### config.mk
export PLATFORM = sky130hd
export DESIGN_NAME = mul_issue_wb_flat
export DESIGN_NICKNAME = d
export VERILOG_FILES = /design/src/rtl/mul_issue_wb_if.sv /design/src/rtl/mul_issue_wb.sv /design/src/flat_wrapper.sv
export SDC_FILE = /design/constraint.sdc
export NUM_CORES = 1
export LEC_CHECK = 0
export ABC_AREA = 1
export BUFFER_PORTS_ARGS = -buffer_cell sky130_fd_sc_hd__buf_2
export CAP_MARGIN = 20
export CORE_MARGIN = 1
export CORE_UTILIZATION = 44
export DETAILED_ROUTE_END_ITERATION = 10
export PLACE_DENSITY = 0.77
export RECOVER_POWER = 100
export SYNTH_ARGS = -nofsm -noshare
export SYNTH_HDL_FRONTEND = slang
export SYNTH_SLANG_ARGS = --single-unit
### constraint.sdc
create_clock -name clk -period 4.9 [get_ports clk]
set_input_delay 0.49 -clock clk [delete_from_list [all_inputs] [get_ports clk]]
set_output_delay 0.49 -clock clk [all_outputs]
set_load 0.01 [all_outputs]
### src/rtl/mul_issue_wb_if.sv
// Shared opcode type and the three handshake channels of mul_issue_wb:
// execute-side request, multiplier issue/result, and register-file writeback.
package mul_issue_wb_pkg;
  typedef enum logic [2:0] {
    MUL_NONE   = 3'd0,
    MUL_MUL    = 3'd1,
    MUL_MULH   = 3'd2,
    MUL_MULHSU = 3'd3,
    MUL_MULHU  = 3'd4
  } riscv_mul_op_e;
endpackage

interface mul_req_if;
  logic        valid;
  logic        ready;
  logic [2:0]  funct3;
  logic [31:0] rs1;
  logic [31:0] rs2;
  logic [4:0]  rd;
  modport master (output valid, funct3, rs1, rs2, rd, input ready);
  modport slave  (input valid, funct3, rs1, rs2, rd, output ready);
endinterface

interface mul_core_if;
  import mul_issue_wb_pkg::*;
  logic          in_valid;
  logic          in_ready;
  logic [31:0]   in_a;
  logic [31:0]   in_b;
  riscv_mul_op_e in_op;
  logic          out_valid;
  logic          out_ready;
  logic [31:0]   out_result;
  modport master (output in_valid, in_a, in_b, in_op, out_ready,
                  input in_ready, out_valid, out_result);
  modport slave  (input in_valid, in_a, in_b, in_op, out_ready,
                  output in_ready, out_valid, out_result);
endinterface

interface mul_wb_if;
  logic        valid;
  logic        ready;
  logic [4:0]  rd;
  logic        we;
  logic [31:0] data;
  modport master (output valid, rd, we, data, input ready);
  modport slave  (input valid, rd, we, data, output ready);
endinterface

### src/rtl/mul_issue_wb.sv
// Issue/writeback wrapper around the sequential multiplier: issue register, in-order tag FIFO,
// registered writeback. Optional zero-operand shortcut enabled by `define MUL_ZERO_BYPASS_EN.
module mul_issue_wb
  import mul_issue_wb_pkg::*;
#(
  parameter int TAG_DEPTH = 2
) (
  input  logic       clk,
  input  logic       rst,
  mul_req_if.slave   req,
  mul_core_if.master mul,
  mul_wb_if.master   wb,
  output logic       busy_o
);

  localparam int PTR_W = (TAG_DEPTH > 1) ? $clog2(TAG_DEPTH) : 1;
  localparam int CNT_W = $clog2(TAG_DEPTH + 1);

  typedef struct packed {
    logic [4:0] rd;
    logic       we;
  } tag_t;

  typedef struct packed {
    logic [31:0]   a;
    logic [31:0]   b;
    riscv_mul_op_e op;
  } iss_t;

  typedef struct packed {
    logic [4:0]  rd;
    logic        we;
    logic [31:0] data;
  } wb_t;

  logic             iss_vld_q, iss_vld_d;
  iss_t             iss_q, iss_d;
  tag_t             tag_q [TAG_DEPTH];
  logic [PTR_W-1:0] wr_ptr_q, wr_ptr_d, rd_ptr_q, rd_ptr_d;
  logic [CNT_W-1:0] cnt_q, cnt_d;
  logic             wb_vld_q, wb_vld_d;
  wb_t              wb_q, wb_d;

  logic iss_free, tag_full, tag_empty, wb_free;
  logic accept, byp_elig, byp, push, res_hs, pop;
  tag_t tag_head;

  function automatic riscv_mul_op_e f3_to_op(input logic [2:0] f3);
    case (f3[1:0])
      2'd0:    return MUL_MUL;
      2'd1:    return MUL_MULH;
      2'd2:    return MUL_MULHSU;
      default: return MUL_MULHU;
    endcase
  endfunction

  function automatic logic [PTR_W-1:0] ptr_inc(input logic [PTR_W-1:0] p);
    return (p == PTR_W'(TAG_DEPTH - 1)) ? '0 : p + 1'b1;
  endfunction

  assign iss_free  = !iss_vld_q || mul.in_ready;
  assign tag_full  = (cnt_q == CNT_W'(TAG_DEPTH));
  assign tag_empty = (cnt_q == '0);
  assign wb_free   = !wb_vld_q || wb.ready;

  // Readiness ignores a same-cycle pop so mul_out_valid never reaches req_ready.
  assign req.ready = iss_free && !tag_full;
  assign accept    = req.valid && req.ready;

`ifdef MUL_ZERO_BYPASS_EN
  // Only with nothing ahead of it can a zero product skip the multiplier and stay in order.
  assign byp_elig = ((req.rs1 == '0) || (req.rs2 == '0)) && tag_empty && !iss_vld_q && wb_free;
`else
  assign byp_elig = 1'b0;
`endif

  assign byp  = accept && byp_elig;
  assign push = accept && !byp_elig;

  assign mul.out_ready = wb_free;
  assign res_hs        = mul.out_valid && mul.out_ready;
  // An orphan result is consumed but dropped; it never reaches writeback.
  assign pop           = res_hs && !tag_empty;
  assign tag_head      = tag_q[rd_ptr_q];

  always_comb begin
    iss_vld_d = iss_vld_q;
    iss_d     = iss_q;
    if (push) begin
      iss_vld_d = 1'b1;
      iss_d     = '{a: req.rs1, b: req.rs2, op: f3_to_op(req.funct3)};
    end else if (mul.in_ready) begin
      iss_vld_d = 1'b0;
    end
  end

  always_comb begin
    wr_ptr_d = wr_ptr_q;
    rd_ptr_d = rd_ptr_q;
    cnt_d    = cnt_q;
    if (push) wr_ptr_d = ptr_inc(wr_ptr_q);
    if (pop)  rd_ptr_d = ptr_inc(rd_ptr_q);
    case ({push, pop})
      2'b10:   cnt_d = cnt_q + 1'b1;
      2'b01:   cnt_d = cnt_q - 1'b1;
      default: cnt_d = cnt_q;
    endcase
  end

  always_comb begin
    wb_vld_d = wb_vld_q;
    wb_d     = wb_q;
    if (pop) begin
      wb_vld_d = 1'b1;
      wb_d     = '{rd: tag_head.rd, we: tag_head.we, data: mul.out_result};
    end else if (byp) begin
      wb_vld_d = 1'b1;
      wb_d     = '{rd: req.rd, we: (req.rd != '0), data: '0};
    end else if (wb.ready) begin
      wb_vld_d = 1'b0;
    end
  end

  always_ff @(posedge clk) begin
    if (rst) begin
      iss_vld_q <= 1'b0;
      iss_q     <= '{a: '0, b: '0, op: MUL_NONE};
      wr_ptr_q  <= '0;
      rd_ptr_q  <= '0;
      cnt_q     <= '0;
      wb_vld_q  <= 1'b0;
      wb_q      <= '0;
    end else begin
      iss_vld_q <= iss_vld_d;
      iss_q     <= iss_d;
      wr_ptr_q  <= wr_ptr_d;
      rd_ptr_q  <= rd_ptr_d;
      cnt_q     <= cnt_d;
      wb_vld_q  <= wb_vld_d;
      wb_q      <= wb_d;
    end
  end

  always_ff @(posedge clk) begin
    if (push) tag_q[wr_ptr_q] <= '{rd: req.rd, we: (req.rd != '0)};
  end

  assign mul.in_valid = iss_vld_q;
  assign mul.in_a     = iss_q.a;
  assign mul.in_b     = iss_q.b;
  assign mul.in_op    = iss_q.op;

  assign wb.valid = wb_vld_q;
  assign wb.rd    = wb_q.rd;
  assign wb.we    = wb_q.we;
  assign wb.data  = wb_q.data;

  assign busy_o = iss_vld_q || !tag_empty || wb_vld_q;

  a_funct3_legal: assert property (@(posedge clk) disable iff (rst) accept |-> !req.funct3[2]);
  a_no_orphan:    assert property (@(posedge clk) disable iff (rst) res_hs |-> !tag_empty);

endmodule

### src/flat_wrapper.sv
// flat-port wrapper written by rule: the top's interface ports become plain ports
module mul_issue_wb_flat import mul_issue_wb_pkg::*;
#(
  parameter int TAG_DEPTH = 2
)
  (clk, rst, busy_o, req_valid, req_funct3, req_rs1, req_rs2, req_rd, req_ready, mul_in_valid, mul_in_a, mul_in_b, mul_in_op, mul_out_ready, mul_in_ready, mul_out_valid, mul_out_result, wb_valid, wb_rd, wb_we, wb_data, wb_ready);
  mul_req_if req_i ();
  mul_core_if mul_i ();
  mul_wb_if wb_i ();
  input  logic clk;
  input  logic rst;
  output logic busy_o;
  input wire logic [$bits(req_i.valid)-1:0] req_valid;
  input wire logic [$bits(req_i.funct3)-1:0] req_funct3;
  input wire logic [$bits(req_i.rs1)-1:0] req_rs1;
  input wire logic [$bits(req_i.rs2)-1:0] req_rs2;
  input wire logic [$bits(req_i.rd)-1:0] req_rd;
  output wire logic [$bits(req_i.ready)-1:0] req_ready;
  output wire logic [$bits(mul_i.in_valid)-1:0] mul_in_valid;
  output wire logic [$bits(mul_i.in_a)-1:0] mul_in_a;
  output wire logic [$bits(mul_i.in_b)-1:0] mul_in_b;
  output wire logic [$bits(mul_i.in_op)-1:0] mul_in_op;
  output wire logic [$bits(mul_i.out_ready)-1:0] mul_out_ready;
  input wire logic [$bits(mul_i.in_ready)-1:0] mul_in_ready;
  input wire logic [$bits(mul_i.out_valid)-1:0] mul_out_valid;
  input wire logic [$bits(mul_i.out_result)-1:0] mul_out_result;
  output wire logic [$bits(wb_i.valid)-1:0] wb_valid;
  output wire logic [$bits(wb_i.rd)-1:0] wb_rd;
  output wire logic [$bits(wb_i.we)-1:0] wb_we;
  output wire logic [$bits(wb_i.data)-1:0] wb_data;
  input wire logic [$bits(wb_i.ready)-1:0] wb_ready;
  assign req_i.valid = req_valid;
  assign req_i.funct3 = req_funct3;
  assign req_i.rs1 = req_rs1;
  assign req_i.rs2 = req_rs2;
  assign req_i.rd = req_rd;
  assign req_ready = req_i.ready;
  assign mul_in_valid = mul_i.in_valid;
  assign mul_in_a = mul_i.in_a;
  assign mul_in_b = mul_i.in_b;
  assign mul_in_op = mul_i.in_op;
  assign mul_out_ready = mul_i.out_ready;
  assign mul_i.in_ready = mul_in_ready;
  assign mul_i.out_valid = mul_out_valid;
  assign mul_i.out_result = mul_out_result;
  assign wb_valid = wb_i.valid;
  assign wb_rd = wb_i.rd;
  assign wb_we = wb_i.we;
  assign wb_data = wb_i.data;
  assign wb_i.ready = wb_ready;
  mul_issue_wb #(.TAG_DEPTH(TAG_DEPTH)) u_core (.clk(clk), .rst(rst), .req(req_i), .mul(mul_i), .wb(wb_i), .busy_o(busy_o));
endmodule
==> results of run 1 <==
final cells by class:
class	count	share of cell area
tap	140	0.0265
clock inverter	8	0.0180
multi-input combinational	476	0.281
timing repair buffer	221	0.146
sequential	123	0.391
clock buffer	23	0.0694
inverter	119	0.0679
routing by layer:
layer	up-vias	share of wire
met2	162	0.47
met5	-	0
met1	1928	0.42
met3	11	0.10
li1	2563	-
met4	0	0.012
cell usage after synthesis, drive strengths merged:
master,number
xor2,1
nand3,3
ha,4
buf,22
nand4,2
inv,119
edfxtp,12
clkbuf,13
nand2,240
nor3,1
or2,1
a21oi,4
nor2,220
dfxtp,111
registers in the layout (all words and copies together) (netlist names), 2 cells and up:
register          cells
u_core.wb.data       32
u_core.mul.in_b      32
u_core.wb.rd          5
u_core.mul.in_a      32
u_core.tag_q         12
u_core.cnt_q          2
u_core.mul.in_op      3
power by group through the flow:
stage	sequential (mW)	clock, mW	combinational, mW
after floorplan	1.45	0	0.610
final	1.35	1.22	0.992
after global placement	1.35	0	1.01
after detailed placement	1.36	0	1.02
after global routing	1.37	1.29	1.16
after CTS	1.34	1.25	1.03
cell families after synthesis:
logic type,after synthesis,share of synthesized area
compound gates,4,0.00394
xor+xnor,1,0.00172
simple gates,467,0.350
flops,123,0.508
buf+inv,154,0.126
fa+ha+maj,4,0.00985
worst max-delay path, cell delays in order (launching register included):
cell and delay (ps):
dfxtp_1 390, nand2_1 180, nand3_1 150, clkbuf_1 2130
nand2_1 150, nand2_1 160, nor2_1 60
how the worst max path moves through the flow:
stage	startpoint	endpoint	slack, ps	cells past startpoint
CTS	u_core.cnt_q[0]	u_core.cnt_q[1]	2520	7
floorplan	wb_ready	u_core.cnt_q[1]	2980	10
detailed placement	mul_in_ready	u_core.cnt_q[1]	2310	8
finish	u_core.wb.valid	u_core.wb.data[2]	1520	6
global route	u_core.wb.valid	u_core.wb.data[9]	1130	6
global placement	mul_in_ready	u_core.cnt_q[1]	2290	8
==> results.cfg, run 1 <==
[outcome]
status = finished, violations left
violations = max-capacitance violations, max-slew violations

[grt]
grt_pass1_wl_um = 17600
grt-ovfl-total = 0
antenna_found_initial = 0
grt.met3_usage = 0.0913
track_usage = 0.190
use_met1 = 0.202
grt_max_degree = 88
globalRouteMet2Util = 0.324
grt_pass1_vias = 4146
grt.busiest_layer = met2

[logic_synthesis]
synth.top_cell.area_share = 0.437
ys_ff_latch = 123
yosysUniqueCellTypes = 19
synthesis.nets = 867
avgSynthCellArea_um2 = 6.75
syn_area_um2 = 5080
synth-warning-count = 0
synth_area_leaders = dfxtp_1, nand2_1, nor2_1
synth_top_area_cell = dfxtp_1
synth_seq_area_share = 0.508
syn_inst = 753

[clock_network]
insertion_delay_ps = 400
htreeDepth = 4
cts_tree = done
clock-root-buffer = clkbuf_16
clk_pin_slew_ps = 50
clockBufferDepth = 2
cts_resized = 0
cts_setup_buffers = 0
postCtsHoldBufs = 0
cts_buffers = 17
cts_sinks = 123

[floorplan]
chipHeight_um = 109
dieWidth_um = 109
core_um2 = 11000
num_io_pins = 220
rows = 38
die_area_um2 = 12000
start_util = 0.461

[worst_setup_path]
reg2reg_depth = 6
end_kind = register
r2r-end = u_core.wb.data[2]
r2r-start = u_core.wb.valid
crit_type = reg2reg
reg2reg_slack_ps = 1520
worstPathRequired_ps = 5180
critPathLaunchType = register
cp.arrival_ps = 3660
cp_max_fo = 78

[drt]
wl_per_cell_um = 10.3
first_pass_iters = 6
via_per_inst = 4.20
drc = 0
antenna_left = 0
drt-total-wl_um = 11400
dr.first_iter.drc_count = 250
vias = 4664

[layout]
finalNonFillerCells = 1110
drive_above_1_share = 0.137
multiInputGateArea_um2 = 1860
finish.utilization = 0.598
mostFrequentLayoutCell = nand2_1
n_fill_cell = 1087
antennaDiodeCount = 0
syn_to_final_growth_pct = 29.9
final_cell_mix = nand2_1, nor2_1, clkbuf_1
fin_nets = 1072
fin_area_um2 = 6600
ff_latch_area_um2 = 2580

[timing]
fin_crit_sh = 0.689
worst_slew_pin_slew_ps = 3010
fmax_ghz = 0.296
max-slew-margin-rel = -1.01
worst_slack_ps = 1520
hold_viol_final = 0
finalCriticalPeriod_ps = 3380
rsz0062_at_grt = no
fin_worst_skew_ps = 8.68
finalSetupViolations = 0
setup-tns-final_ps = 0
finalMaxSlewViolations = 132
final.hold.worst_slack_ps = 309

[power]
report.power.total_mw = 3.56
pwr-share-comb = 0.279
p_leak_nw = 3.52
p_int_mw = 2.40
ir_worst_vdd_mv = 0.339
seqPwrFrac = 0.378
clkPwrFrac = 0.343
powerDensity_nw_per_um2 = 539
swShare = 0.324
p_sw_mw = 1.15

[placement]
place.gp.congestion = 0.763
dp.cells = 1079
hpwl_um = 7780
io_buffer_count = 218
detailedPlace.worstSlack_ps = 2310
place_area_um2 = 6180

[worst_hold_path]
min_from = mul_out_result[28]
holdCritPathClass = in2reg
whs_path_depth = 3
worstHoldEndpoint = u_core.wb.data[28]

[run]
maxCapViolCount = 2
Note: power is estimated with default switching activity, not from simulation.
==> run 2, diff against run 1 <==
--- a/config.mk
+++ b/config.mk
@@ -5,13 +5,13 @@
 export SDC_FILE = /design/constraint.sdc
 export NUM_CORES = 1
 export LEC_CHECK = 0
-export ABC_AREA = 1
+export ABC_AREA = 0
 export BUFFER_PORTS_ARGS = -buffer_cell sky130_fd_sc_hd__buf_2
 export CAP_MARGIN = 20
 export CORE_MARGIN = 1
 export CORE_UTILIZATION = 44
 export DETAILED_ROUTE_END_ITERATION = 10
-export PLACE_DENSITY = 0.77
+export PLACE_DENSITY = 0.79
 export RECOVER_POWER = 100
 export SYNTH_ARGS = -nofsm -noshare
 export SYNTH_HDL_FRONTEND = slang
==> constraint.sdc (replaced) <==
create_clock -name clk -period 2.9 [get_ports clk]
set_input_delay 0.29 -clock clk [delete_from_list [all_inputs] [get_ports clk]]
set_output_delay 0.29 -clock clk [all_outputs]
set_load 0.01 [all_outputs]
==> run 2 against run 1 <==
The run ends with design-rule violations left. Count of clock-buffer cells in the layout grew 4. Cell area grew 0.53%. Die area increased by 4.7%. Non-clock buffer count up 7. Power up 54%. Global-route usage increased by 3.4 points. Synthesized cell count decreased by 27%. Critical path type is now reg2out.
==> results.cfg, run 2 <==
[outcome]
status = finished, violations left
violations = design-rule violations

[clock_network]
cts_resized = 0
clk_pin_slew_ps = 50
cts_sinks = 123
postCtsHoldBufs = 0
cts_buffers = 17
cts_setup_buffers = 0
clock-root-buffer = clkbuf_16
insertion_delay_ps = 400
cts_tree = done
htreeDepth = 4
clockBufferDepth = 2

[worst_setup_path]
cp.arrival_ps = 2020
reg2reg_slack_ps = 770
cp_max_fo = 73
r2r-start = u_core.cnt_q[0]
critPathLaunchType = register
r2r-end = u_core.mul.in_b[21]
crit_type = reg2out
worstPathRequired_ps = 2610
end_kind = primary output
reg2reg_depth = 4

[grt]
grt-ovfl-total = 0
grt_pass1_vias = 4682
grt_max_degree = 74
antenna_found_initial = 0
track_usage = 0.224
grt_pass1_wl_um = 22700

[power]
p_leak_nw = 2.60
ir_worst_vdd_mv = 0.414
powerDensity_nw_per_um2 = 824

[floorplan]
core_um2 = 11600
start_util = 0.459
chipHeight_um = 112
dieWidth_um = 112
num_io_pins = 220
rows = 39
die_area_um2 = 12500

[logic_synthesis]
synth_top_area_cell = dfxtp_1
async_flop_share = 0
synthMuxAreaShare = 0.0155
synth_compound_area_frac = 0.273
synth-edff-count = 12
synth_top_cells_by_count = dfxtp_1, a21oi_1, nand4_1, o31ai_1, nand3_1
synth.top_cell.area_share = 0.417
yosysMostFrequentCell = dfxtp_1
synthesis.nets = 667
synth_top_flop_cell = dfxtp_1
synth-adder-area-share = 0.00940
synth_top_family_by_area = compound AO/OA/AOI/OAI gates
synth_area_leaders = dfxtp_1, a21oi_1, o31ai_1
avgSynthCellArea_um2 = 9.63
synth-xor-area-share = 0.00329
syn_area_um2 = 5330
synth-simple-area-share = 0.134
synth_seq_area_share = 0.485
synth-warning-count = 0
syn_inst = 553
ys_ff_latch = 123
yosysUniqueCellTypes = 36

[timing]
setup-tns-final_ps = 0
fmax_ghz = 0.434
fin_crit_sh = 0.795
rsz0062_at_grt = no
finalSetupViolations = 0
max-slew-margin-rel = 0.118
finalMaxSlewViolations = 0
worst_slew_pin_slew_ps = 1320
hold_viol_final = 0
fin_worst_skew_ps = 6.29
worst_slack_ps = 594
finalCriticalPeriod_ps = 2310

[layout]
multiInputGateArea_um2 = 2320
drive_above_1_share = 0.208
n_fill_cell = 1081
fin_nets = 839
mostFrequentLayoutCell = clkbuf_1
antennaDiodeCount = 0
syn_to_final_growth_pct = 24.6
final_cell_mix = clkbuf_1, dfxtp_1, a21oi_1
ff_latch_area_um2 = 2580
finish.utilization = 0.571

[worst_hold_path]
worstHoldEndpoint = u_core.tag_q[1][4]
whs_path_depth = 1
holdCritPathClass = in2reg
min_from = req_rd[3]

[drt]
drt-total-wl_um = 14300
vias = 5069
wl_per_cell_um = 16.2
via_per_inst = 5.77
antenna_left = 0
first_pass_iters = 8
drc = 13
dr.first_iter.drc_count = 538

[placement]
place.gp.congestion = 0.779
detailedPlace.worstSlack_ps = 1110
io_buffer_count = 218
hpwl_um = 8910

[run]
maxCapViolCount = 0
run 2: changes by cell type after synthesis, sizes merged, moves of 15 or more:
cell    change
nand2     -239
nor2      -213
inv       -115
a21oi     +103
o31ai      +66
nand4      +64
a21bo      +32
nand3      +30
buf        +25
clkbuf     +15
run 2: critical path, cell delays in order, from the launching register on:
cell and delay [ps]:
dfxtp_1 320, nand2b_2 80, clkbuf_2 970, clkbuf_1 220
run 2: worst max-delay path by stage:
stage / startpoint / to / slack (ps)
after global placement: mul_in_ready / u_core.mul.in_b[10] / 1080
after floorplan: u_core.cnt_q[0] / u_core.cnt_q[1] / 1040
after detailed placement: u_core.cnt_q[1] / req_ready / 1110
after CTS: u_core.cnt_q[1] / req_ready / 670
final: u_core.wb.valid / mul_out_ready / 590
after global routing: u_core.wb.valid / mul_out_ready / 400
run 2: power by group:
group	leakage, nW	switching (mW)	internal, mW	total [mW]
clock network	0.251	0.676	1.14	1.82
registers	1.02	0.167	2.00	2.17
logic	1.34	0.946	0.536	1.48
total	2.60	1.79	3.68	5.47
run 2: cell families (layout without fill, tap and decap cells):
logic type / Yosys count / in the layout
buffers and inverters: 79 / 262
flip-flops: 123 / 123
adder cells (fa/ha/maj): 4 / 4
XOR/XNOR: 2 / 2
multiplexers: 8 / 8
AO/OA/AOI/OAI: 215 / 215
AND/OR/NAND/NOR: 122 / 122
run 2: through the flow:
| step | hold slack (ps) | area, um^2 | total power, mW | instances |
|---|---|---|---|---|
| final | 116 | 6640 | 5.47 | 879 |
| after global routing | 113 | 6640 | 5.76 | 879 |
| after CTS | 65.2 | 6810 | 5.59 | 879 |
| after detailed placement | 457 | 6300 | 3.75 | 849 |
| after global placement | 451 | 6280 | 3.68 | 848 |
| after floorplan | 389 | 5330 | 3.34 | 553 |
run 2: layout make-up:
type                       count  share of cell area
clock buffer                  27              0.0743
clock inverter                 3             0.00226
inverter                       4             0.00226
multi-input combinational    351               0.349
sequential                   123               0.389
tap                          143              0.0270
timing repair buffer         228               0.156
run 2: layer usage:
layer / routed length (um) / global-route usage / up-vias
li1: - / - / 2435
met1: 6090 / 0.282 / 2410
met2: 7030 / 0.362 / 195
met3: 835 / 0.0475 / 29
met4: 325 / 0.116 / 0
met5: 0 / 0 / -
